[src/rtl/video_sig_gen_pkg.sv]
// video_timing_pkg: shared timing constants and types for the video signal
// generator. Holds the 1280x720@60 defaults, the derived line/frame totals,
// the sync start/end indices at those defaults, the FSM state type and small
// helpers that derive the sync window from any parameter set.
package video_timing_pkg;

  localparam int DEF_ACTIVE_H_PIXELS = 1280;
  localparam int DEF_H_FRONT_PORCH   = 110;
  localparam int DEF_H_SYNC_WIDTH    = 40;
  localparam int DEF_H_BACK_PORCH    = 220;
  localparam int DEF_ACTIVE_LINES    = 720;
  localparam int DEF_V_FRONT_PORCH   = 5;
  localparam int DEF_V_SYNC_WIDTH    = 5;
  localparam int DEF_V_BACK_PORCH    = 20;
  localparam int DEF_FPS             = 60;

  localparam int TOTAL_H = DEF_ACTIVE_H_PIXELS + DEF_H_FRONT_PORCH
                         + DEF_H_SYNC_WIDTH + DEF_H_BACK_PORCH;
  localparam int TOTAL_V = DEF_ACTIVE_LINES + DEF_V_FRONT_PORCH
                         + DEF_V_SYNC_WIDTH + DEF_V_BACK_PORCH;

  localparam int H_SYNC_START = DEF_ACTIVE_H_PIXELS + DEF_H_FRONT_PORCH;
  localparam int H_SYNC_END   = H_SYNC_START + DEF_H_SYNC_WIDTH - 1;
  localparam int V_SYNC_START = DEF_ACTIVE_LINES + DEF_V_FRONT_PORCH;
  localparam int V_SYNC_END   = V_SYNC_START + DEF_V_SYNC_WIDTH - 1;

  // Counter widths are fixed by the downstream bus format.
  localparam int H_W = 11;
  localparam int V_W = 10;

  typedef enum logic {
    IDLE = 1'b0,
    RUN  = 1'b1
  } vsg_state_t;

  function automatic int sync_start(input int active, input int front);
    return active + front;
  endfunction

  function automatic int sync_end(input int active, input int front, input int width);
    return active + front + width - 1;
  endfunction

endpackage

[src/rtl/video_sig_gen_if.sv]
// video_sig_gen_if: raster position and timing flags produced by
// video_sig_gen. The master modport drives them (the generator); the slave
// modport consumes them (encoders, graphics logic).
//   h_count_out / v_count_out : current pixel / line index
//   h_sync_out / v_sync_out   : active-high syncs
//   active_draw_out           : (h,v) inside the visible region
//   new_frame_out             : one-cycle pulse at start of vertical blanking
//   frame_count_out           : frames modulo FPS (FC_W = $clog2(FPS))
//   preamble_out / guard_out  : only with VSG_DATA_ISLAND_PREAMBLE_EN
interface video_sig_gen_if #(
  parameter int FC_W = 6
);
  logic [10:0]     h_count_out;
  logic [9:0]      v_count_out;
  logic            h_sync_out;
  logic            v_sync_out;
  logic            active_draw_out;
  logic            new_frame_out;
  logic [FC_W-1:0] frame_count_out;
`ifdef VSG_DATA_ISLAND_PREAMBLE_EN
  logic            preamble_out;
  logic            guard_out;
`endif

  modport master (
    output h_count_out, v_count_out, h_sync_out, v_sync_out,
           active_draw_out, new_frame_out, frame_count_out
`ifdef VSG_DATA_ISLAND_PREAMBLE_EN
    , output preamble_out, guard_out
`endif
  );

  modport slave (
    input h_count_out, v_count_out, h_sync_out, v_sync_out,
          active_draw_out, new_frame_out, frame_count_out
`ifdef VSG_DATA_ISLAND_PREAMBLE_EN
    , input preamble_out, guard_out
`endif
  );
endinterface

[src/rtl/video_sig_gen_wrap_counter.sv]
// wrap_counter: modulo-MAX up counter.
//   clk_in    : clock
//   rst_in    : synchronous active-high reset, clears the count to 0
//   en_in     : advance by one on this edge
//   count_out : current count, 0..MAX-1
//   wrap_out  : high when enabled and at MAX-1, i.e. this edge returns to 0
module wrap_counter #(
  parameter int MAX = 1650,
  parameter int W   = 11
) (
  input  logic         clk_in,
  input  logic         rst_in,
  input  logic         en_in,
  output logic [W-1:0] count_out,
  output logic         wrap_out
);

  localparam logic [W-1:0] LAST = W'(MAX - 1);

  assign wrap_out = en_in && (count_out == LAST);

  always_ff @(posedge clk_in) begin
    if (rst_in) begin
      count_out <= '0;
    end else if (en_in) begin
      count_out <= wrap_out ? '0 : count_out + 1'b1;
    end
  end

endmodule

[src/rtl/video_sig_gen.sv]
// video_sig_gen: pixel-clock video timing generator (default 1280x720@60).
// Ports:
//   clk_in : pixel clock
//   rst_in : synchronous active-high reset; outputs read all-zero while held
//   vid    : video_sig_gen_if master - raster position, h/v sync,
//            active_draw, new_frame pulse and frame counter.
// Optional build macro VSG_DATA_ISLAND_PREAMBLE_EN adds preamble_out /
// guard_out on the interface ahead of every line that precedes an active line.
//
// Position counters are the registered h/v outputs directly. The flags are
// registered from a one-edge look-ahead of the counters, so they always
// describe the (h,v) presented on the same cycle.
module video_sig_gen
  import video_timing_pkg::*;
#(
  parameter int ACTIVE_H_PIXELS = DEF_ACTIVE_H_PIXELS,
  parameter int H_FRONT_PORCH   = DEF_H_FRONT_PORCH,
  parameter int H_SYNC_WIDTH    = DEF_H_SYNC_WIDTH,
  parameter int H_BACK_PORCH    = DEF_H_BACK_PORCH,
  parameter int ACTIVE_LINES    = DEF_ACTIVE_LINES,
  parameter int V_FRONT_PORCH   = DEF_V_FRONT_PORCH,
  parameter int V_SYNC_WIDTH    = DEF_V_SYNC_WIDTH,
  parameter int V_BACK_PORCH    = DEF_V_BACK_PORCH,
  parameter int FPS             = DEF_FPS
) (
  input  logic             clk_in,
  input  logic             rst_in,
  video_sig_gen_if.master  vid
);

  localparam int TH   = ACTIVE_H_PIXELS + H_FRONT_PORCH + H_SYNC_WIDTH + H_BACK_PORCH;
  localparam int TV   = ACTIVE_LINES + V_FRONT_PORCH + V_SYNC_WIDTH + V_BACK_PORCH;
  localparam int FC_W = $clog2(FPS);

  localparam logic [H_W-1:0] H_ACT   = H_W'(ACTIVE_H_PIXELS);
  localparam logic [H_W-1:0] HS_LO   = H_W'(sync_start(ACTIVE_H_PIXELS, H_FRONT_PORCH));
  localparam logic [H_W-1:0] HS_HI   = H_W'(sync_end(ACTIVE_H_PIXELS, H_FRONT_PORCH, H_SYNC_WIDTH));
  localparam logic [V_W-1:0] V_ACT   = V_W'(ACTIVE_LINES);
  localparam logic [V_W-1:0] VS_LO   = V_W'(sync_start(ACTIVE_LINES, V_FRONT_PORCH));
  localparam logic [V_W-1:0] VS_HI   = V_W'(sync_end(ACTIVE_LINES, V_FRONT_PORCH, V_SYNC_WIDTH));
  localparam logic [FC_W-1:0] FC_LAST = FC_W'(FPS - 1);

  if (TH > 2048) begin : g_h_too_wide
    $error("video_sig_gen: TOTAL_H %0d exceeds 11-bit counter", TH);
  end
  if (TV > 1024) begin : g_v_too_tall
    $error("video_sig_gen: TOTAL_V %0d exceeds 10-bit counter", TV);
  end

  vsg_state_t state, state_nxt;
  logic       run;

  // FSM: state register
  always_ff @(posedge clk_in) begin
    if (rst_in) state <= IDLE;
    else        state <= state_nxt;
  end

  // FSM: next state; leaving IDLE is only blocked by reset
  always_comb begin
    state_nxt = state;
    case (state)
      IDLE:    state_nxt = RUN;
      RUN:     state_nxt = RUN;
      default: state_nxt = IDLE;
    endcase
  end

  // FSM: outputs
  always_comb begin
    run = (state == RUN);
  end

  logic [H_W-1:0] h_cnt;
  logic [V_W-1:0] v_cnt;
  logic           h_wrap, v_wrap;

  // The counter holds 0 through the release edge, so (0,0) is shown first.
  wrap_counter #(.MAX(TH), .W(H_W)) u_h_cnt (
    .clk_in   (clk_in),
    .rst_in   (rst_in),
    .en_in    (run),
    .count_out(h_cnt),
    .wrap_out (h_wrap)
  );

  wrap_counter #(.MAX(TV), .W(V_W)) u_v_cnt (
    .clk_in   (clk_in),
    .rst_in   (rst_in),
    .en_in    (h_wrap),
    .count_out(v_cnt),
    .wrap_out (v_wrap)
  );

  // Position the counters will hold after this edge (reset handled below).
  logic [H_W-1:0] h_la;
  logic [V_W-1:0] v_la;
  logic           nf_la;

  always_comb begin
    h_la  = run ? (h_wrap ? '0 : h_cnt + 1'b1) : '0;
    v_la  = h_wrap ? (v_wrap ? '0 : v_cnt + 1'b1) : v_cnt;
    nf_la = (h_la == H_ACT) && (v_la == V_ACT);
  end

  logic            h_sync_p0, v_sync_p0, active_p0, new_frame_p0;
  logic [FC_W-1:0] frame_cnt_p0;

  // Stage p0: flags registered alongside the counters
  always_ff @(posedge clk_in) begin
    if (rst_in) begin
      h_sync_p0    <= 1'b0;
      v_sync_p0    <= 1'b0;
      active_p0    <= 1'b0;
      new_frame_p0 <= 1'b0;
      frame_cnt_p0 <= '0;
    end else begin
      h_sync_p0    <= (h_la >= HS_LO) && (h_la <= HS_HI);
      v_sync_p0    <= (v_la >= VS_LO) && (v_la <= VS_HI);
      active_p0    <= (h_la < H_ACT) && (v_la < V_ACT);
      new_frame_p0 <= nf_la;
      if (nf_la) frame_cnt_p0 <= (frame_cnt_p0 == FC_LAST) ? '0 : frame_cnt_p0 + 1'b1;
    end
  end

  assign vid.h_count_out     = h_cnt;
  assign vid.v_count_out     = v_cnt;
  assign vid.h_sync_out      = h_sync_p0;
  assign vid.v_sync_out      = v_sync_p0;
  assign vid.active_draw_out = active_p0;
  assign vid.new_frame_out   = new_frame_p0;
  assign vid.frame_count_out = frame_cnt_p0;

`ifdef VSG_DATA_ISLAND_PREAMBLE_EN
  localparam logic [H_W-1:0] PRE_LO = H_W'(TH - 10);
  localparam logic [H_W-1:0] PRE_HI = H_W'(TH - 3);
  localparam logic [H_W-1:0] GRD_LO = H_W'(TH - 2);
  localparam logic [V_W-1:0] V_PRE_ACT = V_W'(ACTIVE_LINES - 1);
  localparam logic [V_W-1:0] V_LAST    = V_W'(TV - 1);

  logic next_line_active;
  logic preamble_p0, guard_p0;

  // Only lines whose successor is visible carry the preamble/guard.
  assign next_line_active = (v_la < V_PRE_ACT) || (v_la == V_LAST);

  // Stage p0: data-island markers
  always_ff @(posedge clk_in) begin
    if (rst_in) begin
      preamble_p0 <= 1'b0;
      guard_p0    <= 1'b0;
    end else begin
      preamble_p0 <= next_line_active && (h_la >= PRE_LO) && (h_la <= PRE_HI);
      guard_p0    <= next_line_active && (h_la >= GRD_LO);
    end
  end

  assign vid.preamble_out = preamble_p0;
  assign vid.guard_out    = guard_p0;
`endif

endmodule

[src/flat_wrapper.sv]
// flat-port wrapper written by rule: the top's interface ports become plain ports
module video_sig_gen_flat import video_timing_pkg::*;
#(
  parameter int ACTIVE_H_PIXELS = DEF_ACTIVE_H_PIXELS,
  parameter int H_FRONT_PORCH   = DEF_H_FRONT_PORCH,
  parameter int H_SYNC_WIDTH    = DEF_H_SYNC_WIDTH,
  parameter int H_BACK_PORCH    = DEF_H_BACK_PORCH,
  parameter int ACTIVE_LINES    = DEF_ACTIVE_LINES,
  parameter int V_FRONT_PORCH   = DEF_V_FRONT_PORCH,
  parameter int V_SYNC_WIDTH    = DEF_V_SYNC_WIDTH,
  parameter int V_BACK_PORCH    = DEF_V_BACK_PORCH,
  parameter int FPS             = DEF_FPS
)
  (clk_in, rst_in, vid_h_count_out, vid_v_count_out, vid_h_sync_out, vid_v_sync_out, vid_active_draw_out, vid_new_frame_out, vid_frame_count_out);
  video_sig_gen_if #(.FC_W(6)) vid_i ();
  input  logic clk_in;
  input  logic rst_in;
  output wire logic [$bits(vid_i.h_count_out)-1:0] vid_h_count_out;
  output wire logic [$bits(vid_i.v_count_out)-1:0] vid_v_count_out;
  output wire logic [$bits(vid_i.h_sync_out)-1:0] vid_h_sync_out;
  output wire logic [$bits(vid_i.v_sync_out)-1:0] vid_v_sync_out;
  output wire logic [$bits(vid_i.active_draw_out)-1:0] vid_active_draw_out;
  output wire logic [$bits(vid_i.new_frame_out)-1:0] vid_new_frame_out;
  output wire logic [$bits(vid_i.frame_count_out)-1:0] vid_frame_count_out;
  assign vid_h_count_out = vid_i.h_count_out;
  assign vid_v_count_out = vid_i.v_count_out;
  assign vid_h_sync_out = vid_i.h_sync_out;
  assign vid_v_sync_out = vid_i.v_sync_out;
  assign vid_active_draw_out = vid_i.active_draw_out;
  assign vid_new_frame_out = vid_i.new_frame_out;
  assign vid_frame_count_out = vid_i.frame_count_out;
  video_sig_gen #(.ACTIVE_H_PIXELS(ACTIVE_H_PIXELS), .H_FRONT_PORCH(H_FRONT_PORCH), .H_SYNC_WIDTH(H_SYNC_WIDTH), .H_BACK_PORCH(H_BACK_PORCH), .ACTIVE_LINES(ACTIVE_LINES), .V_FRONT_PORCH(V_FRONT_PORCH), .V_SYNC_WIDTH(V_SYNC_WIDTH), .V_BACK_PORCH(V_BACK_PORCH), .FPS(FPS)) u_core (.clk_in(clk_in), .rst_in(rst_in), .vid(vid_i));
endmodule
[config.mk]
export PLATFORM = sky130hd
export DESIGN_NAME = video_sig_gen_flat
export DESIGN_NICKNAME = d
export VERILOG_FILES = /design/src/rtl/video_sig_gen_pkg.sv /design/src/rtl/video_sig_gen_if.sv /design/src/rtl/video_sig_gen_wrap_counter.sv /design/src/rtl/video_sig_gen.sv /design/src/flat_wrapper.sv
export SDC_FILE = /design/constraint.sdc
export NUM_CORES = 1
export LEC_CHECK = 0
export BUFFER_PORTS_ARGS = -buffer_cell sky130_fd_sc_hd__buf_4
export CORE_ASPECT_RATIO = 1.75
export CORE_MARGIN = 2
export CORE_UTILIZATION = 50
export DETAILED_ROUTE_END_ITERATION = 7
export PLACE_DENSITY = 0.78
export SLEW_MARGIN = 20
export SYNTH_ARGS = -nofsm -noshare
export SYNTH_HDL_FRONTEND = slang
export SYNTH_SLANG_ARGS = --single-unit
[constraint.sdc]
create_clock -name clk_in -period 3.6 [get_ports clk_in]
set_input_delay 0.72 -clock clk_in [delete_from_list [all_inputs] [get_ports clk_in]]
set_output_delay 0.72 -clock clk_in [all_outputs]
set_load 0.03 [all_outputs]
# Word level (Yosys, flattened, before mapping)
# Cells that the tools add are included.
# W data, S select, Z words.
dict set report totals {
  word_cells 34
  output_inout_bits 31
  reg_bits 32
  in_bits 2
}
dict set report op_classes {
  mux 6
  eq_ne 5
  order_cmp 6
  n_reduce_logical 6
  addsub 3
}
# cell count
set ops {}
lappend ops {{$eq A11 B11 Y1 const B} 2}
lappend ops {{$mux W11} 2}
lappend ops {{$eq A10 B10 Y1 const B} 2}
lappend ops {{$mux W10} 2}
lappend ops {{$add A11 B1 Y11 const B} 1}
lappend ops {{$ge A11 B11 Y1 const B} 1}
lappend ops {{$le A11 B11 Y1 const B} 1}
lappend ops {{$lt A11 B11 Y1 const B} 1}
lappend ops {{$add A10 B1 Y10 const B} 1}
lappend ops {{$ge A10 B10 Y1 const B} 1}
lappend ops {{$le A10 B10 Y1 const B} 1}
lappend ops {{$lt A10 B10 Y1 const B} 1}
lappend ops {{$add A6 B1 Y6 const B} 1}
lappend ops {{$eq A6 B6 Y1 const B} 1}
lappend ops {{$logic_and A1 B1 Y1} 6}
lappend ops {{$mux W6} 1}
lappend ops {{$mux W1} 1}

# Longest topological paths before layout
# Gate-level depths: netlist (run 1).
dict set report logic_depth {
  word_depth 7
  depth_mapped 11
  ltp_nobuf 9
}

# Modules after synthesis
# A second synthesis (run 1) with hierarchy kept.
dict set report unflattened {
  hier_cells 301
  area_unflattened_um2 2407.3
}
# module cells_per_inst n_inst area_per_inst_um2
set modules_own_cells {}
lappend modules_own_cells {video_sig_gen 180 1 1308.8}
lappend modules_own_cells {{wrap_counter at u_core.u_h_cnt} 64 1 593.1}
lappend modules_own_cells {{wrap_counter at u_core.u_v_cnt} 57 1 505.5}

# Worst setup path before layout (run 1)
# Ideal clock, no wire load.
dict set report synth_timing {
  path_kind {flip-flop to flip-flop}
  start {reg u_core.u_h_cnt.count_out[0]}
  end {reg u_core.frame_cnt_p0[0] (netlist: u_core.vid.frame_count_out[0])}
  t_arrival_ns 2.876
  path_buffers 1
  required_ns 3.529
  slack_ns 0.653
  path_stages_with_launch 10
  path_cell_list {dfxtp_1 ha_1 and4b_2 nand3_4 or4_1 a22o_1 nand4b_4 buf_6 or4_1 a21oi_1}
}
dict set report synth_between {
  elab_chain_cells 7
}
# element line
set synth_lines {}
lappend synth_lines {{start, declared} video_sig_gen_wrap_counter.sv:14} ;# output logic [W-1:0] count_out,
lappend synth_lines {{start signal, assigned} video_sig_gen_wrap_counter.sv:26} ;# count_out <= wrap_out ? '0 : count_out + 1'b1;
lappend synth_lines {{parallel branches: the longest is 6 deep, another holds $add A11 B1 Y11} -}
lappend synth_lines {{$logic_and A1 B1 Y1 *} video_sig_gen.sv:103} ;# nf_la = (h_la == H_ACT) && (v_la == V_ACT);
lappend synth_lines {{end signal, assigned} video_sig_gen.sv:122} ;# if (nf_la) frame_cnt_p0 <= (frame_cnt_p0 == FC_LAST) ? '0 : frame_cnt_p0 + 1'b1;
lappend synth_lines {{end, declared} video_sig_gen.sv:107} ;# logic [FC_W-1:0] frame_cnt_p0;
# Mark *: on every way between the ends.
# A chain may end at the register's enable or synchronous reset.

# Worst setup path in the final report (run 1)
dict set report layout_timing {
  start {reg u_core.u_h_cnt.count_out[0]}
  end {reg u_core.frame_cnt_p0[4] (netlist: u_core.vid.frame_count_out[4])}
}
# Same word-level chain as after synthesis.

==> results_dict.tcl, run 1 <==
set metrics [dict create \
    status "completed" \
    crit_buf_inv 0 \
    worstRegToRegCells 8 \
    required_ns 3.83 \
    timing.rr.start "u_core.u_h_cnt.count_out[0]" \
    ys_async_sr_fraction_pct 0 \
    die_x_um 53.6 \
    portBuffers 32 \
    setup_viol 0 \
    layout-drive-gt1-share_pct 20.4 \
    tightest_slew_ns 0.490 \
    ys_warn_count 0 \
    final_util_pct 60.1 \
    timing.final.hold_violations 0 \
    diodes 0 \
    vias 2067 \
    worstPathMaxFanout 16 \
    grt_pass1_vias 1915 \
    finalCritPeriodShare_pct 83.1 \
    synth_nets 268 \
    power_density_nw_per_um2 316 \
    drv_cap 0 \
    timing.hold.ws_ns 0.533 \
    period_needed_ns 2.99 \
    num_rows 31 \
    grt_setup_unrepaired "false" \
    synthDistinctLibCells 57 \
    cts_buffer_depth 2 \
    crit_path_start_kind "flop" \
    critPathCaptureType "flop" \
    overflow 0 \
    holdPathEnd "u_core.vid.frame_count_out[1]" \
    wl_per_cell_um 16.3 \
    cts_sinks 32 \
    cts_resized 0 \
    synth-seq-cells 32 \
    cts-htree-levels 2 \
    synth-edff-count 0 \
    p_leak_nw 0.970 \
    syn_area_per_cell_um2 8.24 \
    dieArea_um2 4860 \
    grt_pass1_wl_um 8990 \
    fmaxAchievable_ghz 0.334 \
    finClkSkew_ns 0.00619 \
    drtAntennaViolNets 0 \
    netlist_area_um2 2150 \
    drc 0 \
    min_path_cells 2 \
    r2r_end "u_core.vid.frame_count_out[4]" \
    drt_iter0_markers 74 \
    nFillCells 383 \
    critPathKind "reg -> reg" \
    maxSlewViolCount 0 \
    syn_inst 261 \
    synth.top_cells.by_area "dfxtp_1 (30%), nor2_1 (4.0%), nand3_1 (4.0%)" \
    path_clk_slew_ns 0.07 \
    postCtsSetupBuffers 0 \
    initial_utilization_pct 51.8 \
    ys_top_cells_by_count "dfxtp_1 (32), nor2_1 (23), nand2_1 (21), nand3_1 (17), a21oi_1 (15)" \
    crit_start "u_core.u_h_cnt.count_out[0]" \
    cts_tree "yes" \
    cts-hold-fix-buffers 0 \
    io_pins 33 \
    slew_headroom_pct 67.1 \
    finalWirelength_um 5420 \
    core_area_um2 4150 \
    synth_most_common_cell "dfxtp_1" \
    crit_slowest_cell "or4_1" \
    crit_chain "ha_1 -> and4b_2 -> nand3_4 -> or4_1 -> a22o_1 -> nand4b_4 -> or4_1 -> a21oi_1" \
    cp_slowest_stage_delay_ns 0.57 \
    hpwl_um 3960 \
    routed_via_density 6.21 \
    ys.flop_type "dfxtp_1" \
    synth_top_area_cell "dfxtp_1" \
    dieHeight_um 90.8 \
    grt.total_usage_pct 24.6 \
    gp_congestion 0.897 \
    root_buffer "clkbuf_8" \
    crit_family "simple AND/OR/NAND/NOR gates" \
    cts_inserted_buffers 5 \
    timing.critical_path.mode_cell "or4_1" \
    cp.arrival_ns 3.22 \
    yosysSeqAreaShare_pct 29.8 \
    synthToLayoutAreaGrowth_pct 15.9 \
    rrSetupSlack_ns 0.61 \
    drtPass1Iterations 4 \
    hold_start "u_core.vid.frame_count_out[1]" \
    grt_max_degree 23 \
    final.setup.tns_ns 0 \
    synth_top_area_share_pct 29.8 \
    peakVddDrop_uv 292 \
    hold_path_class "reg -> reg" \
    final_nets 290 \
    antenna_found_initial 0 \
    insertion_delay_ns 0.29 \
]
worst max path at each step:
stage	to	slack [ns]	cells after the start
6_report	u_core.vid.frame_count_out[4]	0.61	8
5_1_grt	u_core.vid.frame_count_out[4]	0.43	8
4_1_cts	u_core.vid.frame_count_out[4]	0.63	8
3_5_place_dp	u_core.vid.frame_count_out[4]	0.67	8
3_3_place_gp	u_core.vid.frame_count_out[4]	0.72	8
2_1_floorplan	u_core.vid.frame_count_out[0]	0.65	9
stage by stage:
stage / cell area, um2 / instances / setup slack [ns] / total power, W
2_1_floorplan: 2150 / 261 / 0.653 / 0.000400
3_3_place_gp: 2370 / 325 / 0.724 / 0.000412
3_5_place_dp: 2370 / 325 / 0.666 / 0.000413
4_1_cts: 2490 / 333 / 0.632 / 0.000794
5_1_grt: 2490 / 333 / 0.430 / 0.000813
6_report: 2490 / 333 / 0.609 / 0.000787
cells in the final DEF, fill, tap and decap left out, types with 6 or more instances in the layout:
cell type | synthesis | layout
o21ai_0 | 8 | 8
nor3_1 | 6 | 6
dfxtp_1 | 32 | 32
nor2_1 | 23 | 23
a21oi_1 | 15 | 15
buf_4 | 0 | 35
inv_1 | 6 | 6
xnor2_1 | 9 | 9
nand3_1 | 17 | 17
nand2_1 | 21 | 21
xor2_1 | 8 | 8
nand4_1 | 6 | 6
clkbuf_8 | 0 | 7
and3_1 | 7 | 7
worst min-delay path, stage by stage (launching register included):
cell	delay (ns)
dfxtp_1	0.34
o21ai_0	0.08
a21oi_1	0.07
layer usage:
| layer | part of all wire (%) | up-vias | GRT usage [%] |
|---|---|---|---|
| met4 | 4.4 | 0 | 12.2 |
| met3 | 3.7 | 22 | 4.64 |
| li1 | - | 999 | - |
| met2 | 55 | 69 | 42.9 |
| met5 | 0 | - | 0 |
| met1 | 37 | 977 | 26.6 |
power breakdown:
group / internal (W) / total (W) / switching [W] / leakage, nW
sequential: 0.000357 / 0.000363 / 0.00000556 / 0.259
combinational: 0.0000151 / 0.0000425 / 0.0000274 / 0.646
clock: 0.000244 / 0.000381 / 0.000137 / 0.0645
kinds of logic after synthesis:
family / Yosys count / synth area share [%]
DFF: 32 / 29.8
muxes: 5 / 2.44
AOI/OAI and AO/OA: 54 / 16.9
adders and majority gates: 5 / 2.91
and+or+nand+nor: 122 / 35.0
buffers and inverters: 26 / 6.11
xor gates and xnor gates: 17 / 6.92
flip-flops by register name, indices dropped and copies added, names as in the netlist:
| register | count |
|---|---|
| u_core.run | 1 |
| u_core.u_h_cnt.count_out | 11 |
| u_core.u_v_cnt.count_out | 10 |
| u_core.vid.active_draw_out | 1 |
| u_core.vid.frame_count_out | 6 |
| u_core.vid.h_sync_out | 1 |
| u_core.vid.new_frame_out | 1 |
| u_core.vid.v_sync_out | 1 |
area by class of cell:
class,count,area (um2),share of cell area [%]
repair buffers,35,263,10.5
inverters,6,22.5,0.904
clock inverters,1,30.0,1.20
clock buffers,7,96.3,3.87
well taps,49,61.3,2.46
multi-input cells,203,1380,55.3
flip-flops and latches,32,641,25.7
No activity file was read; power rests on OpenSTA's default activity.
==> inputs of run 2 (changes only) <==
--- a/config.mk
+++ b/config.mk
@@ -10,7 +10,7 @@
 export CORE_MARGIN = 2
 export CORE_UTILIZATION = 50
 export DETAILED_ROUTE_END_ITERATION = 7
-export PLACE_DENSITY = 0.78
+export PLACE_DENSITY = 0.8
 export SLEW_MARGIN = 20
 export SYNTH_ARGS = -nofsm -noshare
 export SYNTH_HDL_FRONTEND = slang
==> constraint.sdc (replaced) <==
create_clock -name clk_in -period 2.6 [get_ports clk_in]
set_input_delay 0.52 -clock clk_in [delete_from_list [all_inputs] [get_ports clk_in]]
set_output_delay 0.52 -clock clk_in [all_outputs]
set_load 0.03 [all_outputs]
==> run 2 against run 1 <==
  * Register-to-register slack lost 0.57 ns
  * Worst hold slack lost 0.0060 ns
  * Power grew 24%
  * Design area grew 10%
  * Final cell count grew 7.2%
  * Via count grew 8.8%
  * Global-route usage grew 3.2 points
  * Clock skew grew 0.0027 ns
  * Non-clock buffer count grew 24
  * Largest cell class unchanged
  * Sequential share of layout area shrank 1.2 points
  * Count of clock-buffer cells in the layout shrank 1
  * Critical path type unchanged
  * Routed wire length grew 11%
==> results_dict.tcl, run 2 (synthesized netlist as in run 1, its figures left out) <==
set metrics [dict create \
    crit_path_start_kind "flop" \
    layout_common_cells "buf_4 (59), nor2_1 (23), nand2_1 (21), dfxtp_1 (17), nand3_1 (16)" \
    tightest_slew_ns 0.475 \
    finalPower_w 0.000973 \
    io_pins 33 \
    insertion_delay_ns 0.29 \
    hold_path_class "reg -> reg" \
    diodes 0 \
    p_leak_nw 1.09 \
    drc 0 \
    peakVddDrop_uv 232 \
    timing.rr.start "u_core.u_h_cnt.count_out[1]" \
    dieArea_um2 4860 \
    fin_cells 357 \
    layout-drive-gt1-share_pct 36.0 \
    power_density_nw_per_um2 355 \
    maxSlewViolCount 0 \
    drtPass1Iterations 4 \
    r2r_end "u_core.vid.frame_count_out[2]" \
    dieHeight_um 90.8 \
    grt_pass1_wl_um 10100 \
    timing.final.hold_violations 0 \
    grt_max_degree 23 \
    holdPathEnd "u_core.vid.frame_count_out[4]" \
    final.setup.tns_ns 0 \
    setup_viol 0 \
    gp_congestion 0.946 \
    drt_iter0_markers 84 \
    largest_reg_flops 11 \
    portBuffers 32 \
    overflow 0 \
    final_nets 314 \
    slew_headroom_pct 68.2 \
    cts-htree-levels 2 \
    vias 2249 \
    hpwl_um 4500 \
    required_ns 2.83 \
    critPathCaptureType "flop" \
    cts_buffer_depth 2 \
    drv_cap 0 \
    cp.arrival_ns 2.80 \
    core_area_um2 4150 \
    grt_pass1_vias 2212 \
    final_util_pct 66.1 \
    synthToLayoutAreaGrowth_pct 27.5 \
    cts_sinks 32 \
    finalWirelength_um 6010 \
    wl_per_cell_um 16.8 \
    path_clk_slew_ns 0.07 \
    fmaxAchievable_ghz 0.390 \
    min_path_cells 2 \
    post-place-cells 346 \
    finClkSkew_ns 0.00885 \
    cts_inserted_buffers 5 \
    nFillCells 339 \
    grt.total_usage_pct 27.8 \
    root_buffer "clkbuf_8" \
    critPathKind "reg -> reg" \
    status "completed" \
    cts_tree "yes" \
    worstRegToRegCells 9 \
    hold_start "u_core.vid.frame_count_out[4]" \
    largest_register "u_core.u_h_cnt.count_out" \
    worstPathMaxFanout 8 \
    period_needed_ns 2.56 \
    antenna_found_initial 0 \
    drtAntennaViolNets 0 \
    final_common_cell "buf_4" \
    initial_utilization_pct 51.8 \
    die_x_um 53.6 \
    routed_via_density 6.30 \
    num_rows 31 \
    finalCritPeriodShare_pct 98.6 \
    rrSetupSlack_ns 0.04 \
]
## run 2: worst max-delay path by stage
stage                                start                             to  slack, ns  cells past startpoint
2_1_floorplan  u_core.u_h_cnt.count_out[1]  u_core.vid.frame_count_out[2]      0.009                     10
3_3_place_gp   u_core.u_h_cnt.count_out[1]  u_core.vid.frame_count_out[4]       0.02                      9
3_5_place_dp   u_core.u_h_cnt.count_out[1]  u_core.vid.frame_count_out[4]      -0.09                      9
4_1_cts        u_core.u_h_cnt.count_out[1]  u_core.vid.frame_count_out[2]       0.04                      9
5_1_grt        u_core.u_h_cnt.count_out[1]  u_core.vid.frame_count_out[3]      -0.03                     10
6_report       u_core.u_h_cnt.count_out[1]  u_core.vid.frame_count_out[2]       0.04                      9
## run 2: stage by stage
step	hold slack, ns	instance area, um2	setup WS (ns)
finish	0.527	2740	0.0356
global route	0.545	2740	-0.0267
CTS	0.532	2690	0.0359
detailed placement	0.522	2580	-0.0902
global placement	0.508	2580	0.0238
floorplan	0.584	2210	0.00941
## run 2: timing repair
item	CTS	global route
endpoints found under the hold margin	0	0
hold buffers	0	0
gates resized for setup	2	10
setup buffers	1	2
endpoints found under the setup margin	1	7
pin swaps	1	1
## run 2: final cells by class
cell class | instances | area, um2 | share of cell area [%]
multi-input combinational | 203 | 1450 | 52.8
inverter | 6 | 25.0 | 0.913
timing repair buffer | 59 | 443 | 16.2
clock buffer | 6 | 82.6 | 3.01
clock inverter | 2 | 10.0 | 0.365
tap | 49 | 61.3 | 2.24
sequential | 32 | 672 | 24.5
## run 2: critical path, stage by stage, from the launching register on
cell and delay [ns]:
dfxtp_4 0.35, inv_4 0.05, ha_4 0.12, and4b_2 0.26, nand3_4 0.10, or4_4 0.50
a22o_1 0.24, nand4b_4 0.24, or4b_4 0.52, a21oi_2 0.12
## run 2: power breakdown
group           total, W  internal (W)  switching (W)
clock network   0.000400      0.000211       0.000189
registers       0.000495      0.000491     0.00000387
logic          0.0000771     0.0000304      0.0000467
total           0.000973      0.000733       0.000240
## run 2: per-layer routing
layer	wire length, um	up-vias	GRT usage, %
met3	295	36	5.96
li1	-	1049	-
met2	3280	104	47.5
met5	0	-	0
met4	304	0	17.3
met1	2120	1060	28.8
